## src/rtl/hazard_pkg.sv

```systemverilog
// hazard_pkg -- shared types and sizes for the pipeline hazard controller.
//   state_e : controller FSM states (RUN, BR_FLUSH, MEM_WAIT)
//   REG_W   : register specifier width
//   CNT_W   : performance counter width
package hazard_pkg;

  localparam int REG_W = 5;
  localparam int CNT_W = 16;

  typedef enum logic [1:0] {
    RUN      = 2'd0,
    BR_FLUSH = 2'd1,
    MEM_WAIT = 2'd2
  } state_e;

endpackage

```

## src/rtl/sat_counter.sv

```systemverilog
// sat_counter -- up-counter that sticks at all-ones instead of wrapping.
// Ports:
//   clk   : clock, rising edge
//   rst   : asynchronous reset, active low (clears count)
//   inc   : count this cycle
//   count : current count value
module sat_counter
  import hazard_pkg::*;
#(
  parameter int CNT_W = hazard_pkg::CNT_W
) (
  input  logic             clk,
  input  logic             rst,
  input  logic             inc,
  output logic [CNT_W-1:0] count
);

  logic [CNT_W-1:0] count_q;
  logic [CNT_W-1:0] count_d;

  // NOTE: every always_comb output gets a default first so no path leaves it
  // unassigned; an unassigned path would infer a latch.
  always_comb begin
    count_d = count_q;
    if (inc && (count_q != '1)) begin
      count_d = count_q + {{(CNT_W-1){1'b0}}, 1'b1};
    end
  end

  // NOTE: sequential state uses non-blocking assignment so every flop samples
  // its pre-edge inputs regardless of process ordering.
  always_ff @(posedge clk or negedge rst) begin
    if (!rst) begin
      count_q <= '0;
    end else begin
      count_q <= count_d;
    end
  end

  assign count = count_q;

endmodule

```

## src/rtl/hazard_ctrl.sv

```systemverilog
// hazard_ctrl -- stall/flush/freeze controller for a 5-stage pipeline.
// Handles load-use bubbles, the 2-cycle taken-branch flush and data-memory
// wait freezes. A branch flush interrupted by a memory wait is remembered
// in a pending bit and replayed once memory is ready.
// Ports:
//   clk, rst              : clock (rising edge), async reset (active low)
//   id_rs, id_rt          : source registers of the ID instruction
//   id_uses_rt            : ID instruction actually reads rt
//   ex_mem_read, ex_rt    : EX instruction is a load, and its destination
//   ex_branch_taken       : EX branch resolved taken
//   mem_ready             : data memory finished its access
//   Controller_Flush      : zero the ID control word entering ID/EX
//   pc_write, ifid_write  : PC and IF/ID enables
//   ifid_flush            : clear IF/ID to a NOP
//   pipe_freeze           : hold ID/EX, EX/MEM, MEM/WB
//   stall_cnt, flush_cnt, wait_cnt : saturating performance counters
// Configuration: define HAZARD_PERF_CNT_EN to build the counters; otherwise
// the counter ports read constant zero and no counter flops exist.
module hazard_ctrl
  import hazard_pkg::*;
(
  input  logic             clk,
  input  logic             rst,
  input  logic [REG_W-1:0] id_rs,
  input  logic [REG_W-1:0] id_rt,
  input  logic             id_uses_rt,
  input  logic             ex_mem_read,
  input  logic [REG_W-1:0] ex_rt,
  input  logic             ex_branch_taken,
  input  logic             mem_ready,
  output logic             Controller_Flush,
  output logic             pc_write,
  output logic             ifid_write,
  output logic             ifid_flush,
  output logic             pipe_freeze,
  output logic [CNT_W-1:0] stall_cnt,
  output logic [CNT_W-1:0] flush_cnt,
  output logic [CNT_W-1:0] wait_cnt
);

  state_e state_q, state_d;
  logic   pending_q, pending_d;
  logic   load_use;
  logic   run_rules;

  // r0 is hardwired to zero, so a load into it never creates a hazard.
  assign load_use = ex_mem_read && (ex_rt != '0) &&
                    ((ex_rt == id_rs) || (id_uses_rt && (ex_rt == id_rt)));

  always_comb begin
    state_d          = state_q;
    pending_d        = pending_q;
    run_rules        = 1'b0;
    Controller_Flush = 1'b0;
    pc_write         = 1'b1;
    ifid_write       = 1'b1;
    ifid_flush       = 1'b0;
    pipe_freeze      = 1'b0;

    unique case (state_q)
      RUN: run_rules = 1'b1;

      BR_FLUSH: begin
        if (mem_ready) begin
          Controller_Flush = 1'b1;
          ifid_flush       = 1'b1;
          state_d          = RUN;
        end else begin
          // Memory wait wins; the second flush cycle is owed afterwards.
          pipe_freeze = 1'b1;
          pc_write    = 1'b0;
          ifid_write  = 1'b0;
          pending_d   = 1'b1;
          state_d     = MEM_WAIT;
        end
      end

      MEM_WAIT: begin
        if (mem_ready) begin
          run_rules = 1'b1;
        end else begin
          pipe_freeze = 1'b1;
          pc_write    = 1'b0;
          ifid_write  = 1'b0;
        end
      end

      default: state_d = RUN;
    endcase

    if (run_rules) begin
      if (!mem_ready) begin
        pipe_freeze = 1'b1;
        pc_write    = 1'b0;
        ifid_write  = 1'b0;
        state_d     = MEM_WAIT;
      end else if (ex_branch_taken) begin
        // First flush cycle; PC loads the branch target.
        Controller_Flush = 1'b1;
        ifid_flush       = 1'b1;
        state_d          = BR_FLUSH;
      end else if (load_use) begin
        // One bubble: hold PC and IF/ID, squash the ID control word.
        Controller_Flush = 1'b1;
        pc_write         = 1'b0;
        ifid_write       = 1'b0;
        state_d          = RUN;
      end else begin
        state_d = RUN;
      end

      // Leaving MEM_WAIT with an owed flush replays the BR_FLUSH cycle.
      if ((state_q == MEM_WAIT) && pending_q) begin
        state_d   = BR_FLUSH;
        pending_d = 1'b0;
      end
    end

    // Held in reset the pipeline runs freely with no flush or freeze.
    if (!rst) begin
      Controller_Flush = 1'b0;
      pc_write         = 1'b1;
      ifid_write       = 1'b1;
      ifid_flush       = 1'b0;
      pipe_freeze      = 1'b0;
    end
  end

  always_ff @(posedge clk or negedge rst) begin
    if (!rst) begin
      state_q   <= RUN;
      pending_q <= 1'b0;
    end else begin
      state_q   <= state_d;
      pending_q <= pending_d;
    end
  end

`ifdef HAZARD_PERF_CNT_EN
  logic stall_inc, flush_inc, wait_inc;

  // A branch flush always clears IF/ID; a load-use bubble never does.
  assign stall_inc = Controller_Flush && !ifid_flush;
  assign flush_inc = Controller_Flush && ifid_flush;
  assign wait_inc  = !mem_ready;

  sat_counter #(.CNT_W(CNT_W)) u_stall_cnt (
    .clk   (clk),
    .rst   (rst),
    .inc   (stall_inc),
    .count (stall_cnt)
  );

  sat_counter #(.CNT_W(CNT_W)) u_flush_cnt (
    .clk   (clk),
    .rst   (rst),
    .inc   (flush_inc),
    .count (flush_cnt)
  );

  sat_counter #(.CNT_W(CNT_W)) u_wait_cnt (
    .clk   (clk),
    .rst   (rst),
    .inc   (wait_inc),
    .count (wait_cnt)
  );
`else
  assign stall_cnt = '0;
  assign flush_cnt = '0;
  assign wait_cnt  = '0;
`endif

endmodule

```

## config.mk

```make
export PLATFORM = sky130hd
export DESIGN_NAME = hazard_ctrl
export DESIGN_NICKNAME = d
export VERILOG_FILES = /design/src/rtl/hazard_pkg.sv /design/src/rtl/sat_counter.sv /design/src/rtl/hazard_ctrl.sv
export SDC_FILE = /design/constraint.sdc
export NUM_CORES = 1
export LEC_CHECK = 0
export BUFFER_PORTS_ARGS = -buffer_cell sky130_fd_sc_hd__buf_4
export CAP_MARGIN = 15
export CORE_MARGIN = 3
export CORE_UTILIZATION = 36
export DETAILED_ROUTE_END_ITERATION = 12
export PLACE_DENSITY_LB_ADDON = 0.25
export SETUP_SLACK_MARGIN = 0.3
export SLEW_MARGIN = 10
export SYNTH_ARGS = -nofsm -noshare
export SYNTH_HDL_FRONTEND = slang
export SYNTH_SLANG_ARGS = --single-unit
```

## constraint.sdc

```tcl
create_clock -name clk -period 1.6 [get_ports clk]
set_input_delay 0.16 -clock clk [delete_from_list [all_inputs] [get_ports clk]]
set_output_delay 0.16 -clock clk [all_outputs]
set_load 0.02 [all_outputs]
```

# After elaboration in Yosys (flattened, before gate mapping)
# Cells that the tools add are included.
[op_classes] n_eq_ne=5 n_mux=33 reduce_logical=9
[ops] operator="1-bit 2-to-1 mux" count=27
[ops] operator="5-bit == test" count=2
[ops] operator="2-bit 2-to-1 mux" count=4
[ops] operator="5-bit nonzero test" count=1
[ops] operator="1-bit logical AND" count=4
[ops] operator="2-bit one-hot mux with 2 select lines" count=1
[ops] operator="2-bit OR reduction" count=2
[ops] operator="2-bit by 1-bit == test with 1-bit output (second input constant)" count=1
[ops] operator="2-bit == test (second input constant)" count=1
[ops] operator="2-bit logical NOT" count=1
[ops] operator="2-bit by 1-bit inequality test with 1-bit output (second input constant)" count=1
[ops] operator="1-bit one-hot mux with 2 select lines" count=1
[ops] operator="1-bit logical OR" count=1
[totals] register_bits=3 in_bits=21 output_inout_bits=53 word_cells=49

# Logic depth before layout (Yosys ltp)
# Gate-level depths: netlist (run 1).
[logic_depth] ltp_word=9 depth_mapped=7 mapped_depth_nobuf=6

# Worst setup path after synthesis (run 1)
# OpenSTA, ideal clock, no wires.
[synth_timing] path_kind="register to output" from="register state_q[0]" to="output port pc_write" arrival_ns=1.962 required_time_ns=1.440 setup_slack_ns=-0.522 path_stages_with_launch=8 n_path_buf=2 path_cell_list="dfrtp_1 -> inv_1 -> ha_1 -> clkbuf_1 -> nor2_1 -> nor3b_1 -> a21oi_1 -> buf_4"
[synth_between] elab_chain_len=8 word_cells_on_any_way=11 cone_classes="eq/ne (2); mux (7); reduce/logical (2)"
[synth_rtl] element="start, declared" line="hazard_ctrl.sv:41" text="state_e state_q, state_d;"
[synth_rtl] element="start signal, assigned" line="hazard_ctrl.sv:134" text="state_q <= state_d;"
[synth_rtl] element="2-bit == test / 2-bit by 1-bit == test with 1-bit output (equally long branches)"
[synth_rtl] element="2-bit OR reduction (no source line)"
[synth_rtl] element="1-bit 2-to-1 mux (4 in series)"
[synth_rtl] element="1-bit 2-to-1 mux * (2 in series)"
[synth_rtl] element="end, declared" line="hazard_ctrl.sv:32" text="output logic pc_write,"
# Every way passes the cells marked *; elsewhere a longest branch is shown, timed or not.

# Worst setup path after layout (run 1)
[layout_timing] from="register state_q[0]" to="output port ifid_write"
[layout_between] elab_chain_len=8 word_cells_on_any_way=11 cone_classes="eq/ne (2); mux (7); reduce/logical (2)"
[layout_rtl] element="2-bit == test / 2-bit by 1-bit == test with 1-bit output (equally long branches)" line="hazard_ctrl.sv:60" text="unique case (state_q)"
[layout_rtl] element="2-bit OR reduction (no source line)"
[layout_rtl] element="1-bit 2-to-1 mux"
[layout_rtl] element="1-bit 2-to-1 mux" line="hazard_ctrl.sv:102" text="end else if (load_use) begin"
[layout_rtl] element="1-bit 2-to-1 mux" line="hazard_ctrl.sv:97" text="end else if (ex_branch_taken) begin"
[layout_rtl] element="1-bit 2-to-1 mux" line="hazard_ctrl.sv:92" text="if (!mem_ready) begin"
[layout_rtl] element="1-bit 2-to-1 mux *" line="hazard_ctrl.sv:91" text="if (run_rules) begin"
[layout_rtl] element="1-bit 2-to-1 mux *" line="hazard_ctrl.sv:120" text="if (!rst) begin"
[layout_rtl] element="end, declared" line="hazard_ctrl.sv:33" text="output logic ifid_write,"
# Marks and branches as above.

==> run_results.csv, run 1 <==
group,metric,value,unit
placed_design,place_congestion,0.716,
timing,hold_slack,208,ps
clock_tree,h-tree-depth,1,
floorplan,die_w,51.8,um
global_routing,grt_pass1_vias,495,
pwr,p_total,1.19,mW
route,ant_nets,0,
timing,hold_viol_final,0,
placed_design,dp_hpwl,1260,um
timing,fin_ws,-82.6,ps
synthesis,seq_area_frac_synth,9.93,%
floorplan,dieArea,2680,sq um
placed_design,post_dp_cell_area,826,sq um
global_routing,grt_max_degree,11,
route,first_iter_violations,4,
route,num_vias,619,
timing,setup_viol,3,
route,drc,0,
clock_tree,clkSlewWorstSetupHoldPaths,30,ps
global_routing,overflow,0,
timing,fin_crit,1680,ps
clock_tree,root_buffer,"clkbuf_4",
floorplan,io_pins,74,
route,first_pass_iters,3,
critical_path,crit_arrival,1520,ps
critical_path,crit_required,1440,ps
synthesis,synth-seq-cells,3,
critical_path,path_class,"reg2out",
critical_path,crit_path_start_kind,"register",
synthesis,synthTopCellsByArea,"buf_4 49%, xnor2_1 12%, dfrtp_1 9.9%",
timing,fmax,0.594,GHz
cells_and_area,final_cell_area,983,sq um
synthesis,yosysWarnings,0,
cells_and_area,drive_above_1_share,38.6,%
clock_tree,cts_sinks,3,
min_path,hold_class,"in2reg",
clock_tree,cts_tree,"done",
route,wl,1490,um
cells_and_area,fin_nets,157,
floorplan,die_y,51.8,um
floorplan,start_util,40.7,%
global_routing,grtUsageTotal,10.6,%
floorplan,rows,15,
cells_and_area,fillCellCount,169,
global_routing,antenna_found_initial,0,
outcome,run_status,"complete, but fails checks",
synthesis,syn_area,756,sq um
flow_run,drv_cap,0,
timing,fin_tns_setup,-224,ps
timing,finalCritPeriodShare,105,%
synthesis,synth_cell_type_count,25,
synthesis,synth_top_area_cell,"buf_4",
pwr,irDropWorstVdd,760,uV
cells_and_area,most-common-layout-cells,"48 x conb_1, 25 x buf_4, 10 x xnor2_1, 7 x buf_6, 5 x nand2_1",
global_routing,grt_pass1_wl,2150,um
outcome,violations,"negative setup slack",
cells_and_area,n_antenna_cell,0,
cells_and_area,area_growth,30.1,%
floorplan,coreArea,1860,sq um
synthesis,synth_cells,99,
placed_design,portBuffers,25,
critical_path,end_kind,"primary output",
clock_tree,numCtsBuffers,3,
timing,slew_viol_final,0,
route,vias_per_cell,3.94,
pwr,power.density,1210,nW/um^2
synthesis,syn_area_per_cell,7.63,sq um
route,wl_per_cell,9.46,um
timing,rsz0062_at_grt,"yes",
clock_tree,clockBufferDepth,2,
synthesis,yosysTopAreaCellShare,48.7,%
cells_and_area,multi_input_area,562,sq um
cells_and_area,layout_commonest_cell,"conb_1",
clock_tree,clock_latency,230,ps
pwr,leakagePower,0.490,nW
cells_and_area,seqCellArea,76.3,sq um
timing,fin_skew,1.30,ps
critical_path,critPathMaxFanout,3,
[routing by layer]
layer	up-vias	track usage (%)	routed length, um
met5	-	0	0
met4	0	1.31	0
met3	0	4.01	175
met2	42	16.5	720
met1	282	14.1	590
li1	295	-	-
[worst max-delay path, stage by stage (launching register included)]
cell and delay (ps):
dfrtp_1 370, inv_2 130, ha_4 170, a21oi_4 60
nor4b_4 320, a21oi_4 100, buf_6 140
[repair_timing]
| action | in CTS | in global routing |
|---|---|---|
| gates cloned | 0 | 0 |
| hold buffers | 1 | 0 |
| pin swaps | 4 | 8 |
| setup endpoints to repair | 6 | 7 |
| endpoints found under the hold margin | 3 | 0 |
| setup buffers | 3 | 2 |
| gates resized for setup | 12 | 9 |
[flip-flops by register name, summed over array words and instances, names as in the netlist]
register,cells
state_q,2
pending_q,1
[cells by family (layout without fill, tap and decap cells)]
kind of cell / count (synthesis) / after routing / share of synthesized area, %
buffers and inverters: 54 / 40 / 51.2
AO/OA/AOI/OAI: 14 / 14 / 12.6
AND/OR/NAND/NOR: 14 / 14 / 9.27
XOR/XNOR: 10 / 10 / 11.6
adder cells (fa/ha/maj): 3 / 3 / 4.97
flip-flops: 3 / 3 / 9.93
other: 1 / 48 / 0.496
[final timing paths]
check	start	endpoint	slack (ps)	depth (start not counted)
setup / recovery	state_q[0]$_DFFE_PN0P_	ifid_write	-80	6
hold / removal	mem_ready	state_q[1]$_DFFE_PN0P_	210	2
setup reg to reg	state_q[1]$_DFFE_PN0P_	state_q[0]$_DFFE_PN0P_	100	7
hold reg to reg	pending_q$_DFF_PN0_	pending_q$_DFF_PN0_	520	1
max in group asynchronous	rst	state_q[1]$_DFFE_PN0P_	1100	2
min in group asynchronous	rst	pending_q$_DFF_PN0_	320	2
[power by group]
group          switching (mW)  total [mW]  leakage, nW  internal (mW)
registers              0.0391       0.152       0.0372          0.113
logic                   0.478       0.908        0.438          0.430
clock network          0.0360       0.129       0.0150         0.0932
[metrics by stage]
step | util, % | setup WS [ps] | cells
6_report | 52.9 | -82.6 | 157
3_3_place_gp | 44.4 | 33.2 | 147
4_1_cts | 50.5 | -82.7 | 155
2_1_floorplan | - | 9.97 | 146
5_1_grt | 52.9 | -161 | 157
3_5_place_dp | 44.4 | 15.6 | 147
[cell usage after synthesis, drive strengths merged]
cell type and n:
a21oi 3, buf 49, nand3 1, nor3 1, nor3b 1, inv 3, xnor2 10, clkbuf 2
a211oi 1, a311oi 1, dfrtp 3, o21ai 4, conb 1, o311ai 1, ha 3, or4 1
nor4b 1, nand2 5, a32o 1, o31ai 1, nand4 1, a21o 1, nor2 3, o22ai 1
[area by class of cell]
type                    instances  area share (%)
clock buffers                   4            2.67
inverters                       3            1.15
multi-input cells              89            57.1
flip-flops and latches          3            7.76
well taps                      25            3.18
repair buffers                 33            28.1
Power figures use the tool's default switching activity.
==> inputs of run 2 (changes only) <==
--- a/config.mk
+++ b/config.mk
@@ -5,10 +5,11 @@
 export SDC_FILE = /design/constraint.sdc
 export NUM_CORES = 1
 export LEC_CHECK = 0
+export ABC_AREA = 1
 export BUFFER_PORTS_ARGS = -buffer_cell sky130_fd_sc_hd__buf_4
 export CAP_MARGIN = 15
 export CORE_MARGIN = 3
-export CORE_UTILIZATION = 36
+export CORE_UTILIZATION = 38
 export DETAILED_ROUTE_END_ITERATION = 12
 export PLACE_DENSITY_LB_ADDON = 0.25
 export SETUP_SLACK_MARGIN = 0.3
==> run_results.csv, run 2 <==
group,metric,value,unit
timing,slew_viol_final,0,
timing,fin_crit,1700,ps
clock_tree,h-tree-depth,1,
placed_design,place_inst,194,
pwr,internal_power,648,uW
clock_tree,clock_latency,240,ps
route,ant_nets,0,
pwr,power_frac_comb,77.0,%
synthesis,yosysWarnings,0,
critical_path,path_buf_inv,4,
clock_tree,cts_sinks,3,
timing,fin_skew,0.707,ps
synthesis,synthTopCellsByArea,"buf_4 43%, nand2_1 16%, inv_1 11%",
cells_and_area,largest-register,"state_q",
synthesis,syn_area,857,sq um
pwr,p_sw,625,uW
pwr,leakagePower,0.691,nW
critical_path,crit_arrival,1540,ps
global_routing,antenna_found_initial,0,
critical_path,slowest_stage,"dfrtp_1",
critical_path,path_delay_family,"buffers and inverters",
cells_and_area,most-common-layout-cells,"48 x conb_1, 35 x nand2_1, 29 x buf_4, 21 x inv_1, 7 x nor2_1",
floorplan,dieArea,2860,sq um
outcome,violations,"negative setup slack",
floorplan,coreArea,2040,sq um
clock_tree,clkSlewWorstSetupHoldPaths,40,ps
synthesis,synth_edf_count,0,
global_routing,grt_max_degree,7,
route,first_iter_violations,16,
cells_and_area,largest_reg_flops,2,
cells_and_area,final_core_util,52.3,%
pwr,irDropWorstVdd,918,uV
route,vias_per_cell,3.84,
synthesis,syn_area_per_cell,5.95,sq um
floorplan,die_y,53.5,um
floorplan,rows,16,
placed_design,post_dp_cell_area,927,sq um
pwr,seqPwrFrac,11.7,%
critical_path,critPathMaxFanout,4,
cells_and_area,final_cells,207,
flow_run,drv_cap,0,
placed_design,place_congestion,0.747,
timing,fin_ws,-98.4,ps
placed_design,dp_hpwl,1350,um
floorplan,start_util,42.0,%
clock_tree,numCtsBuffers,3,
global_routing,grt_pass1_wl,2680,um
cells_and_area,final_cell_area,1070,sq um
clock_tree,clockBufferDepth,2,
route,num_vias,795,
critical_path,end_kind,"primary output",
critical_path,cp_cell_sequence,"inv_2 > ha_4 > a21oi_4 > inv_2 > buf_4 > nand3_2 > a21oi_2 > buf_4",
pwr,power.density,1190,nW/um^2
timing,setup_viol,6,
route,drc,0,
global_routing,overflow,0,
cells_and_area,layout_commonest_cell,"conb_1",
global_routing,grt_pass1_vias,677,
synthesis,synth-seq-cells,3,
critical_path,crit_path_start_kind,"register",
synthesis,synth_common_cells,"49 x buf_4, 36 x nand2_1, 24 x inv_1",
synthesis,synth_cell_type_count,17,
cells_and_area,area_growth,24.7,%
route,first_pass_iters,6,
cells_and_area,fin_nets,205,
synthesis,synthFlopType,"dfrtp_1",
cells_and_area,drive_above_1_share,28.9,%
synthesis,synth_cells,144,
pwr,p_total,1.27,mW
synthesis,synth_top_area_cell,"buf_4",
clock_tree,root_buffer,"clkbuf_4",
timing,hold_viol_final,0,
outcome,run_status,"complete, but fails checks",
floorplan,die_w,53.5,um
placed_design,portBuffers,25,
route,wl_per_cell,8.63,um
synthesis,seq_area_frac_synth,8.76,%
critical_path,critPathMaxStageDelay,400,ps
timing,fmax,0.589,GHz
clock_tree,cts_tree,"done",
global_routing,grtUsageTotal,12.6,%
cells_and_area,top_regs,"state_q: 2 flops, pending_q: 1 flops",
critical_path,crit_required,1440,ps
synthesis,yosysTopAreaCellShare,42.9,%
floorplan,io_pins,74,
pwr,swShare,49.1,%
synthesis,async_flop_share,100,%
critical_path,path_class,"reg2out",
timing,rsz0062_at_grt,"yes",
timing,finalCritPeriodShare,106,%
route,wl,1790,um
pwr,p_clk_share,11.3,%
cells_and_area,n_antenna_cell,0,
synthesis,synth.most_common_cell,"buf_4",
min_path,hold_class,"in2async",
[run 2: cell types whose count changed after synthesis, sizes merged, moves of 2 or more]
cell    change
inv        +23
nand3       +4
clkbuf      -2
nand2      +31
nor2        +5
o211ai      +2
a21oi       +2
o21ai       -3
xnor2       -9
[run 2: per-stage QoR]
stage | hold slack, ps | worst slack (ps) | setup TNS (ps)
2_1_floorplan | -136 | 255 | 0
3_3_place_gp | -33.2 | 213 | 0
3_5_place_dp | -33.7 | 144 | 0
4_1_cts | 295 | -89.2 | -195
5_1_grt | 302 | -177 | -915
6_report | 294 | -98.4 | -292
[run 2: cell type report]
cell class / count / area, sq um
clock buffer: 4 / 26.3
fill: 205 / 973
inverter: 26 / 97.6
multi-input combinational: 113 / 563
sequential: 3 / 75.1
tap: 27 / 33.8
timing repair buffer: 34 / 273
[run 2: cell families after synthesis]
logic type,count (synthesis),share of synthesized area [%]
other,1,0.438
adders and majority gates,3,4.38
DFF,3,8.76
AOI/OAI and AO/OA,8,6.13
and+or+nand+nor,53,25.0
xor gates and xnor gates,1,1.02
buffers and inverters,75,54.3
[run 2: power by group through the flow]
stage	clock network [mW]	registers (mW)	logic [mW]
after floorplan	0	0.143	0.621
after global placement	0	0.147	0.673
after detailed placement	0	0.149	0.689
after CTS	0.143	0.148	0.892
after global routing	0.154	0.155	1.07
final	0.144	0.149	0.980
[run 2: worst paths after layout]
path,startpoint,endpoint,slack (ps),cells after the start
min reg2reg,state_q[0]$_DFFE_PN0P_,state_q[0]$_DFFE_PN0P_,550,2
max reg2reg,state_q[1]$_DFFE_PN0P_,state_q[0]$_DFFE_PN0P_,-20,10
min in group clk,mem_ready,state_q[1]$_DFFE_PN0P_,320,4
min,rst,state_q[1]$_DFFE_PN0P_,290,2
max in group asynchronous,rst,state_q[0]$_DFFE_PN0P_,1150,2
max,state_q[1]$_DFFE_PN0P_,ifid_flush,-100,8
[run 2: layer usage]
| layer | part of all wire, % | vias up | track usage, % |
|---|---|---|---|
| li1 | - | 404 | - |
| met1 | 36 | 333 | 13.5 |
| met2 | 52 | 58 | 24.9 |
| met3 | 12 | 0 | 1.13 |
| met4 | 0 | 0 | 3.83 |
| met5 | 0 | - | 0 |
[run 2: worst reg2reg max path: stages, from the launching register on]
cell and delay, ps:
dfrtp_1 400, inv_2 80, ha_4 170, a21oi_4 170
inv_2 60, buf_4 140, buf_4 130, buf_6 120
buf_4 130, nand2_4 50, nand3_2 70
[run 2: timing repair]
item | 4_1_cts | 5_1_grt
gates cloned | 0 | 0
hold buffers | 1 | 0
hold endpoints to repair | 3 | 0
buffers inserted | 6 | 2
endpoints found under the setup margin | 5 | 8
pin swaps | 6 | 6
gates resized for setup | 8 | 3
==> inputs of run 3 (changes only) <==
--- a/config.mk
+++ b/config.mk
@@ -12,8 +12,10 @@
 export CORE_UTILIZATION = 38
 export DETAILED_ROUTE_END_ITERATION = 12
 export PLACE_DENSITY_LB_ADDON = 0.25
-export SETUP_SLACK_MARGIN = 0.3
+export RECOVER_POWER = 50
+export SETUP_SLACK_MARGIN = 0.02
 export SLEW_MARGIN = 10
 export SYNTH_ARGS = -nofsm -noshare
 export SYNTH_HDL_FRONTEND = slang
 export SYNTH_SLANG_ARGS = --single-unit
+export TNS_END_PERCENT = 30
==> run_results.csv, run 3 (same netlist as run 2, synthesis figures left out) <==
group,metric,value,unit
pwr,leakagePower,0.644,nW
timing,fin_ws,-75.5,ps
global_routing,grt_pass1_vias,645,
cells_and_area,most-common-layout-cells,"48 x conb_1, 36 x nand2_1, 26 x buf_4, 22 x inv_1, 8 x nor2_1",
placed_design,dp_hpwl,1360,um
global_routing,overflow,0,
critical_path,crit_arrival,1520,ps
route,wl,1630,um
global_routing,antenna_found_initial,0,
critical_path,rrSetupSlack,240,ps
timing,fin_crit,1680,ps
critical_path,path_common_cell,"inv_2",
cells_and_area,fin_nets,200,
critical_path,critPathMaxFanout,4,
critical_path,critPathMaxStageDelay,400,ps
floorplan,dieArea,2860,sq um
placed_design,post_dp_cell_area,887,sq um
cells_and_area,top_regs,"state_q: 2 flops, pending_q: 1 flops",
clock_tree,cts_tree,"done",
timing,hold_slack,286,ps
pwr,irDropWorstVdd,591,uV
clock_tree,clock_latency,230,ps
clock_tree,cts_sinks,3,
placed_design,portBuffers,25,
timing,fmax,0.597,GHz
floorplan,io_pins,74,
cells_and_area,n_antenna_cell,0,
outcome,run_status,"complete, but fails checks",
floorplan,start_util,42.0,%
floorplan,die_w,53.5,um
pwr,swShare,49.8,%
timing,setup_viol,2,
clock_tree,clkSlewWorstSetupHoldPaths,40,ps
critical_path,crit_required,1440,ps
floorplan,rows,16,
min_path,hold_class,"in2reg",
pwr,p_sw,521,uW
clock_tree,numCtsBuffers,3,
timing,slew_viol_final,0,
pwr,p_total,1.05,mW
critical_path,cp_cell_sequence,"inv_2 > ha_4 > a21oi_4 > inv_2 > o211ai_1 > a21oi_1 > buf_4",
timing,finalCritPeriodShare,105,%
route,ant_nets,0,
route,drc,0,
cells_and_area,drive_above_1_share,22.9,%
clock_tree,root_buffer,"clkbuf_4",
pwr,internal_power,527,uW
timing,hold_viol_final,0,
clock_tree,h-tree-depth,1,
floorplan,die_y,53.5,um
outcome,violations,"negative setup slack",
flow_run,drv_cap,0,
global_routing,grt_pass1_wl,2370,um
global_routing,grtUsageTotal,11.0,%
floorplan,coreArea,2040,sq um
clock_tree,clockBufferDepth,2,
pwr,power.density,1060,nW/um^2
cells_and_area,final_cell_area,986,sq um
route,num_vias,751,
cells_and_area,area_growth,15.0,%
pwr,p_clk_share,12.3,%
critical_path,end_kind,"primary output",
pwr,seqPwrFrac,13.9,%
placed_design,dp_slack,88.5,ps
cells_and_area,final_core_util,48.3,%
route,vias_per_cell,3.72,
critical_path,path_buf_inv,3,
route,first_iter_violations,10,
timing,fin_skew,1.03,ps
cells_and_area,fillCellCount,242,
cells_and_area,layout_commonest_cell,"conb_1",
route,first_pass_iters,4,
cells_and_area,largest_reg_flops,2,
route,wl_per_cell,8.06,um
timing,rsz0062_at_grt,"yes",
placed_design,place_congestion,0.793,
critical_path,slowest_stage,"dfrtp_1",
critical_path,crit_path_start_kind,"register",
pwr,power_frac_comb,73.8,%
cells_and_area,largest-register,"state_q",
global_routing,grt_max_degree,7,
critical_path,path_class,"reg2out",
critical_path,path_delay_family,"compound AO/OA/AOI/OAI gates",
run 3: changes by cell type in the layout (fill, tap and decap cells not counted), sizes merged:
cell	change
buf	-6
clkbuf	+1
run 3: metal layers:
metal  routed length [um]  part of all wire, %  global-route usage, %  vias to the layer above
li1                     -                    -                      -                      391
met1                  585                   36                   11.6                      316
met2                  842                   52                   20.0                       42
met3                  174                   11                  0.845                        2
met4                   27                  1.7                   8.09                        0
met5                    0                    0                      0                        -
run 3: path summary, 6_finish.rpt:
| check | depth (start not counted) | from | to |
|---|---|---|---|
| worst max-delay path | 7 | state_q[1]$_DFFE_PN0P_ | Controller_Flush |
| worst min-delay path | 3 | ex_branch_taken | state_q[0]$_DFFE_PN0P_ |
| worst max register to register | 8 | state_q[1]$_DFFE_PN0P_ | state_q[1]$_DFFE_PN0P_ |
| worst min register to register | 4 | pending_q$_DFF_PN0_ | pending_q$_DFF_PN0_ |
| max in group asynchronous | 2 | rst | pending_q$_DFF_PN0_ |
| min in group asynchronous | 2 | rst | state_q[1]$_DFFE_PN0P_ |
run 3: worst register-to-register path, stage by stage, from the launching register on:
cell	delay (ps)
dfrtp_1	400
inv_2	80
ha_4	170
a21oi_4	160
inv_2	70
buf_4	140
a21oi_2	100
nor2_1	50
a21oi_1	120
run 3: layout make-up:
class / count / area, sq um / area share (%)
sequential: 3 / 75.1 / 7.61
inverter: 26 / 97.6 / 9.90
tap: 27 / 33.8 / 3.43
multi-input combinational: 113 / 533 / 54.1
timing repair buffer: 29 / 220 / 22.3
clock buffer: 4 / 26.3 / 2.66
run 3: power by group through the flow:
stage | Sequential [mW] | Clock (mW) | Combinational (mW)
2_1_floorplan | 0.134 | 0 | 0.534
3_3_place_gp | 0.138 | 0 | 0.578
3_5_place_dp | 0.138 | 0 | 0.590
4_1_cts | 0.145 | 0.136 | 0.717
5_1_grt | 0.154 | 0.140 | 0.861
6_report | 0.145 | 0.129 | 0.774
run 3: metrics by stage:
stage,setup TNS (ps),instances
floorplan,0,191
global placement,0,194
detailed placement,0,194
CTS,-61.9,201
global route,-473,202
finish,-76.6,202
run 3: repair_timing:
item | in CTS | in global routing
resized for setup | 7 | 3
pin swaps | 2 | 1
setup buffers | 2 | 1
hold endpoints to repair | 3 | 0
setup endpoints to repair | 4 | 5
hold buffers | 1 | 0
